==> src/rtl/matrix_mult_nxn.sv <==
// -----------------------------------------------------------------------------
// matrix_mult_nxn
//   Computes C = A x B for square N x N matrices of DW-bit elements.
//   Operands arrive on a valid/ready input port; the formatted result leaves on
//   a valid/ready output port. One k-step of the dot products is done per cycle
//   with N*N parallel multipliers, so a matrix takes N MAC cycles plus one
//   formatting cycle.
//
//   Handshake: a transfer happens on a rising edge where valid and ready are
//   both high. in_ready depends only on the state register. Once out_valid is
//   raised, c_flat/ovf/out_valid hold until out_ready is seen high.
//
// Ports
//   clk        : clock, rising edge
//   rst_n      : synchronous active-low reset
//   in_valid   : A/B operands valid
//   in_ready   : block is idle and will take operands
//   a_flat     : A, row-major, element (i,k) at [(i*N+k)*DW +: DW]
//   b_flat     : B, same packing
//   out_valid  : c_flat/ovf valid
//   out_ready  : consumer takes the result
//   c_flat     : C, row-major, element (i,j) at [(i*N+j)*OW +: OW]
//   ovf        : at least one element of C fell outside the OW range
//   busy       : block is not idle
// -----------------------------------------------------------------------------
module matrix_mult_nxn #(
    parameter int N      = 3,
    parameter int DW     = 8,
    parameter int OW     = 8,
    parameter int SIGNED = 0,
    parameter int SAT    = 0
) (
    input  logic                clk,
    input  logic                rst_n,
    input  logic                in_valid,
    output logic                in_ready,
    input  logic [N*N*DW-1:0]   a_flat,
    input  logic [N*N*DW-1:0]   b_flat,
    output logic                out_valid,
    input  logic                out_ready,
    output logic [N*N*OW-1:0]   c_flat,
    output logic                ovf,
    output logic                busy
);

    localparam int AW = 2*DW + $clog2(N);
    localparam int KW = $clog2(N);
    localparam int NE = N*N;

    typedef enum logic [1:0] {S_IDLE, S_MAC, S_FMT, S_OUT} state_t;

    state_t              state_q, state_d;
    logic [KW-1:0]       k_q;
    logic [NE*DW-1:0]    a_q, b_q;
    logic [AW-1:0]       acc_q [NE];
    logic [AW-1:0]       prod [NE];
    logic [OW-1:0]       fmt_val [NE];
    logic                elem_ovf [NE];
    logic                any_ovf;
    logic [NE*OW-1:0]    c_q;
    logic                ovf_q;

    // ---------------- FSM ----------------
    always_ff @(posedge clk) begin
        if (!rst_n) state_q <= S_IDLE;
        else        state_q <= state_d;
    end

    always_comb begin
        state_d   = state_q;
        in_ready  = 1'b0;
        out_valid = 1'b0;
        busy      = 1'b1;
        case (state_q)
            S_IDLE: begin
                in_ready = 1'b1;
                busy     = 1'b0;
                if (in_valid) state_d = S_MAC;
            end
            S_MAC:   if (k_q == KW'(N-1)) state_d = S_FMT;
            S_FMT:   state_d = S_OUT;
            S_OUT: begin
                out_valid = 1'b1;
                if (out_ready) state_d = S_IDLE;
            end
            default: state_d = S_IDLE;
        endcase
    end

    // ---------------- per-element products and output formatting ----------------
    for (genvar e = 0; e < NE; e++) begin : g_elem
        localparam int I = e / N;
        localparam int J = e % N;

        logic [DW-1:0] a_e, b_e;
        logic [AW-1:0] a_x, b_x;
        logic [OW-1:0] bound;

        assign a_e = a_q[(I*N + int'(k_q))*DW +: DW];
        assign b_e = b_q[(int'(k_q)*N + J)*DW +: DW];

        if (SIGNED != 0) begin : g_sx
            assign a_x = {{(AW-DW){a_e[DW-1]}}, a_e};
            assign b_x = {{(AW-DW){b_e[DW-1]}}, b_e};
        end else begin : g_zx
            assign a_x = {{(AW-DW){1'b0}}, a_e};
            assign b_x = {{(AW-DW){1'b0}}, b_e};
        end

        // AW > 2*DW, so the low AW bits of the extended product are exact
        // in both signed and unsigned modes.
        assign prod[e] = a_x * b_x;

        if (OW < AW) begin : g_narrow
            if (SIGNED != 0) begin : g_s
                localparam logic [OW-1:0] SMIN = OW'(1) << (OW-1);
                localparam logic [OW-1:0] SMAX = ~SMIN;
                logic [AW-OW:0] top;
                // In range iff every bit from the OW sign bit upward matches.
                assign top         = acc_q[e][AW-1:OW-1];
                assign elem_ovf[e] = !((&top) || !(|top));
                assign bound       = acc_q[e][AW-1] ? SMIN : SMAX;
            end else begin : g_u
                assign elem_ovf[e] = |acc_q[e][AW-1:OW];
                assign bound       = '1;
            end
            assign fmt_val[e] = ((SAT != 0) && elem_ovf[e]) ? bound : acc_q[e][OW-1:0];
        end else begin : g_full
            assign elem_ovf[e] = 1'b0;
            assign bound       = '0;
            assign fmt_val[e]  = acc_q[e][OW-1:0] | bound;
        end
    end

    always_comb begin
        any_ovf = 1'b0;
        for (int e = 0; e < NE; e++) any_ovf = any_ovf | elem_ovf[e];
    end

    // ---------------- datapath registers ----------------
    always_ff @(posedge clk) begin
        if (!rst_n) begin
            k_q   <= '0;
            a_q   <= '0;
            b_q   <= '0;
            c_q   <= '0;
            ovf_q <= 1'b0;
            for (int e = 0; e < NE; e++) acc_q[e] <= '0;
        end else begin
            case (state_q)
                S_IDLE: if (in_valid) begin
                    a_q <= a_flat;
                    b_q <= b_flat;
                    k_q <= '0;
                    for (int e = 0; e < NE; e++) acc_q[e] <= '0;
                end
                S_MAC: begin
                    for (int e = 0; e < NE; e++) acc_q[e] <= acc_q[e] + prod[e];
                    k_q <= (k_q == KW'(N-1)) ? '0 : k_q + 1'b1;
                end
                S_FMT: begin
                    for (int e = 0; e < NE; e++) c_q[e*OW +: OW] <= fmt_val[e];
                    ovf_q <= any_ovf;
                end
                default: ;
            endcase
        end
    end

    assign c_flat = c_q;
    assign ovf    = ovf_q;

endmodule

==> config.mk <==
export PLATFORM = sky130hd
export DESIGN_NAME = matrix_mult_nxn
export DESIGN_NICKNAME = d
export VERILOG_FILES = /design/src/rtl/matrix_mult_nxn.sv
export SDC_FILE = /design/constraint.sdc
export NUM_CORES = 2
export LEC_CHECK = 0
export ABC_AREA = 1
export CELL_PAD_IN_SITES_DETAIL_PLACEMENT = 0
export CELL_PAD_IN_SITES_GLOBAL_PLACEMENT = 1
export CORE_AREA = 2 2 318 320
export CTS_CLUSTER_SIZE = 28
export DETAILED_ROUTE_END_ITERATION = 16
export DIE_AREA = 0 0 320 322
export PLACE_DENSITY = 0.75
export SYNTH_ARGS = -nofsm -noshare
export SYNTH_HDL_FRONTEND = slang
export SYNTH_SLANG_ARGS = --single-unit
==> constraint.sdc <==
create_clock -name clk -period 10.4 [get_ports clk]
set_clock_uncertainty 0.2 [all_clocks]
set_input_delay 2.08 -clock clk [delete_from_list [all_inputs] [get_ports clk]]
set_output_delay 2.08 -clock clk [all_outputs]
set_load 0.05 [all_outputs]
# Yosys cells after proc, flatten, opt, wreduce, memory -nomap -nowiden
# Memory sizes are Yosys's and may differ from the RTL's.
# Cells that the tools add are included.
[word_totals] output_inout_bits=76 inputBits=148 memories=1 regBits=221 word_cells=120 ramBits=162
[mem_list] name="acc_q" words=9 word_bits=18 read_ports=9 rd_ports_with_merged_regs=0 wr=9 line="55" text="logic [AW-1:0] acc_q [NE];"
[op_classes] bitwise=26 reduce_logical=14 mul=10 shifts=6 n_mux=36 n_eq_ne=7 addsub=14
[ops] cell="2-to-1 mux 18 bit" n=18
[ops] cell="adder 18 x 16 -> 18 bit" n=9
[ops] cell="multiplier 8 x 8 -> 16 bit" n=9
[ops] cell="indexed part select 72 x 32 -> 8 bit" n=2
[ops] cell="OR reduction 10 bit" n=9
[ops] cell="indexed part select 72 x 6 -> 8 bit" n=1
[ops] cell="indexed part select 72 x 7 -> 8 bit" n=1
[ops] cell="indexed part select 72 x 8 -> 8 bit" n=1
[ops] cell="indexed part select 72 x 9 -> 8 bit" n=1
[ops] cell="adder 29 x 2 -> 29 bit (second input constant)" n=1
[ops] cell="bitwise OR 1 bit" n=26
[ops] cell="2-to-1 mux 1 bit" n=11
[ops] cell="2-to-1 mux 2 bit" n=5
[ops] cell="case mux 2 bit (4 select lines)" n=1
[ops] cell="equality test 2 bit (second input constant)" n=3
[ops] cell="!= test 2 bit (second input constant)" n=3
[ops] cell="adder 4 x 2 -> 5 bit (second input constant)" n=1
[ops] cell="adder 3 x 2 -> 4 bit (first input constant)" n=1
[ops] cell="multiplier 2 x 2 -> 4 bit (second input constant)" n=1
[ops] cell="case mux 2 bit (2 select lines)" n=1
[ops] cell="AND reduction 2 bit" n=2
[ops] cell="adder 2 x 2 -> 3 bit (first input constant)" n=1
[ops] cell="AND reduction 3 bit" n=1
[ops] cell="adder 2 x 1 -> 2 bit (second input constant)" n=1
[ops] cell="other kinds (3)" n=3

# Depth between registers and ports, before layout
# An unclocked memory read counts as a cell.
[logic_depth] depth_word=10 mapped_depth=30 ltp_nobuf=26

# Worst setup path after synthesis
# No wires, ideal clock.
[synth_timing] path_kind="input -> register" start="in rst_n" end="mem acc_q[0][0] (netlist bit) (enable)" cell_stages=3 setup_ns=1.738 path_slack_ns=2.275 t_arrival_ns=6.188 required_time_ns=8.462 n_path_buf=2 path_cell_list="clkbuf_1 > clkbuf_1 > nand3_1"
[synth_rtl] element="from (decl)" line="34" text="input logic rst_n,"
[synth_rtl] element="to (decl)" line="55"

==> results.json <==
{
  "synth.avg_cell_area_um2": 7.623,
  "synth.most_common_cell": "inv_1",
  "fin_area_um2": 44700,
  "synth_edf_count": 162,
  "cts_tree": "yes",
  "synth_nets": 6162,
  "clock-sinks": 383,
  "worstPathArrival_ps": 7680,
  "cp_max_fo": 53,
  "finalPower_mw": 15.37,
  "dp.cells": 6583,
  "hold_class": "reg2reg",
  "initial_core_util_pct": 39.78,
  "hpwl_um": 97420,
  "critPathRequiredTime_ps": 10590,
  "p_sw_share_pct": 56.11,
  "port_buffers": 223,
  "regToRegSetupSlack_ps": 2910,
  "vias": 33600,
  "netlist_area_um2": 39610,
  "sequentialPowerShare_pct": 16.2,
  "cts_buffers": 50,
  "netlist.area_leader.share_pct": 22.74,
  "drt_iter0_drc": 2882,
  "ys_ff_latch": 383,
  "drc_errors": 0,
  "ys_types": 33,
  "diodes": 0,
  "drive_above_1_share_pct": 3.980,
  "placed_area_um2": 42980,
  "wl_um": 129600,
  "finalSetupViolCount": 0,
  "io_pins": 224,
  "die_x_um": 320,
  "core-area_um2": 99570,
  "cts_resized": 0,
  "track_usage_pct": 25.61,
  "htree_levels": 2,
  "synthTopCellsByCount": "inv_1 (1058), nand2_1 (1010), nor2_1 (933)",
  "finalHoldViolations": 0,
  "rsz0062_at_grt": "no",
  "tightest_slew_ps": 1274,
  "critPathCaptureType": "flop",
  "nets": 6303,
  "p_switching_mw": 8.626,
  "routedWlPerCell_um": 19.42,
  "fin_hold_ws_ps": 282.5,
  "cts_root_buffer": "clkbuf_16",
  "netlist_top_cells_area": "fa_1 (23%), edfxtp_1 (12%), ha_1 (12%), dfxtp_1 (11%), inv_1 (10%)",
  "r2r_start": "k_q[0]",
  "fin_setup_tns_ps": 0,
  "power_frac_clock_pct": 12.0,
  "ctsHoldBuffers": 0,
  "grt.overflow.total": 0,
  "synthFlopType": "dfxtp_1",
  "grt_antenna_before_repair": 3,
  "ys_warn_count": 0,
  "final_cells": 6675,
  "startpoint_type": "flop",
  "rr_endpoint": "acc_q[0][52]",
  "yosysTopAreaCell": "fa_1",
  "syn_inst": 5196,
  "max-slew-margin-rel_pct": 14.20,
  "worst_slack_ps": 2906,
  "utilization_pct": 44.90,
  "ir_drop_mv": 0.1974,
  "power_frac_comb_pct": 71.8,
  "clk_path_buf_depth": 3,
  "synthToLayoutAreaGrowth_pct": 12.86,
  "cp-endpoint": "acc_q[0][52]",
  "crit_type": "reg2reg",
  "cp_slowest_cell": "o21ai_0",
  "cts_setup_buffers": 0,
  "first_pass_iters": 5,
  "p_int_mw": 6.746,
  "grt_pass1_wl_um": 201300,
  "maxCapViolCount": 0,
  "pwr_density_cell_nw_per_um2": 343.9,
  "status": "complete, no violations",
  "ys_seq_area_share_pct": 23.45,
  "fmax_mhz": 133.4,
  "num_rows": 116,
  "detail-route-antenna-nets": 0,
  "period_share_pct": 72.06,
  "power_leakage_nw": 22.45,
  "clkTransAtPathRegs_ps": 60,
  "clk_latency_ps": 680,
  "cp-startpoint": "k_q[0]",
  "synthArstFlopShare_pct": 0,
  "via_per_inst": 5.033,
  "path_cells": "inv_2, buf_4, nand2_1, o21ai_0, inv_1, nor2_1, fa_1, fa_1, fa_1, inv_1, fa_1, inv_1, ha_1, nand2_1, nor2_1, and2_1, nand2_1, a21oi_1, nor2_1",
  "hp-start": "a_q[65]",
  "first_global_vias": 33620,
  "drv_slew": 0,
  "fin_crit_ps": 7494,
  "grt_start_max_net_pins": 134,
  "ff2ff_path_depth": 19,
  "die_h_um": 322,
  "post-place-ws_ps": 3078,
  "crit_top_cell": "fa_1",
  "critical_path.max_stage_delay_ps": 990,
  "gp_congestion": 0.9065,
  "die-area_um2": 103000
}
-- final cells by class --
type                       instances  area [um^2]
timing repair buffer             270         2599
inverter                        1081         4061
sequential                       383         9290
fill                           10130        54860
multi-input combinational       3551        25410
clock inverter                    16        176.4
clock buffer                      76         1546
tap                             1298         1624
-- flip-flops by register name (all words and copies together) (netlist names) --
| register | flops |
|---|---|
| ovf | 1 |
| state_q | 2 |
| k_q | 2 |
| b_q | 72 |
| a_q | 72 |
| acc_q | 162 |
| c_flat | 72 |
-- worst max-delay path: cells and delay by family, from the launching register on --
family          cells  cell delay (ps)
compound gates      2             1150
fa+ha+maj           5             2350
buf+inv             5             2140
flops               1              320
simple gates        7             1010
-- power groups by stage --
stage          combinational, mW  sequential (mW)  clock (mW)
4_1_cts                     11.0             2.48        1.88
6_report                    11.0             2.48        1.85
2_1_floorplan               7.43             2.74           0
5_1_grt                     12.6             2.54        1.93
3_5_place_dp                10.9             2.51           0
3_3_place_gp                10.9             2.51           0
-- metal layers --
| metal | GRT usage (%) | wire length, um | vias to the layer above |
|---|---|---|---|
| met5 | 0 | 0 | - |
| met2 | 41.49 | 58340 | 1087 |
| met4 | 6.990 | 3786 | 0 |
| met3 | 4.414 | 9310 | 164 |
| li1 | - | - | 16090 |
| met1 | 35.26 | 58190 | 16260 |
-- kinds of logic after synthesis --
family	Yosys count	synth area share, %
simple gates	2167	21.53
buf+inv	1262	12.58
fa+ha+maj	818	34.37
flops	383	23.45
xor+xnor	9	0.1990
compound gates	557	7.869
-- worst min-delay path by stage --
stage	to	cells past startpoint	slack, ps
floorplan	b_q[0]	2	250
global placement	a_q[61]	2	260
detailed placement	a_q[65]	2	270
CTS	a_q[65]	2	280
global route	a_q[23]	2	300
finish	a_q[65]	2	280
-- cells in the final DEF, fill, tap and decap left out, types with 24 or more instances in the layout --
master / count
nand3_1: 137
nor2_1: 933
nand4_1: 26
buf_4: 46
o21ai_0: 265
dfxtp_1: 220
nand2_1: 1008
clkdlybuf4s50_1: 222
o211ai_1: 24
a21oi_1: 211
fa_1: 450
or2_2: 25
clkbuf_16: 53
edfxtp_1: 162
inv_1: 1058
ha_1: 367
No activity file was read; power rests on OpenSTA's default activity.
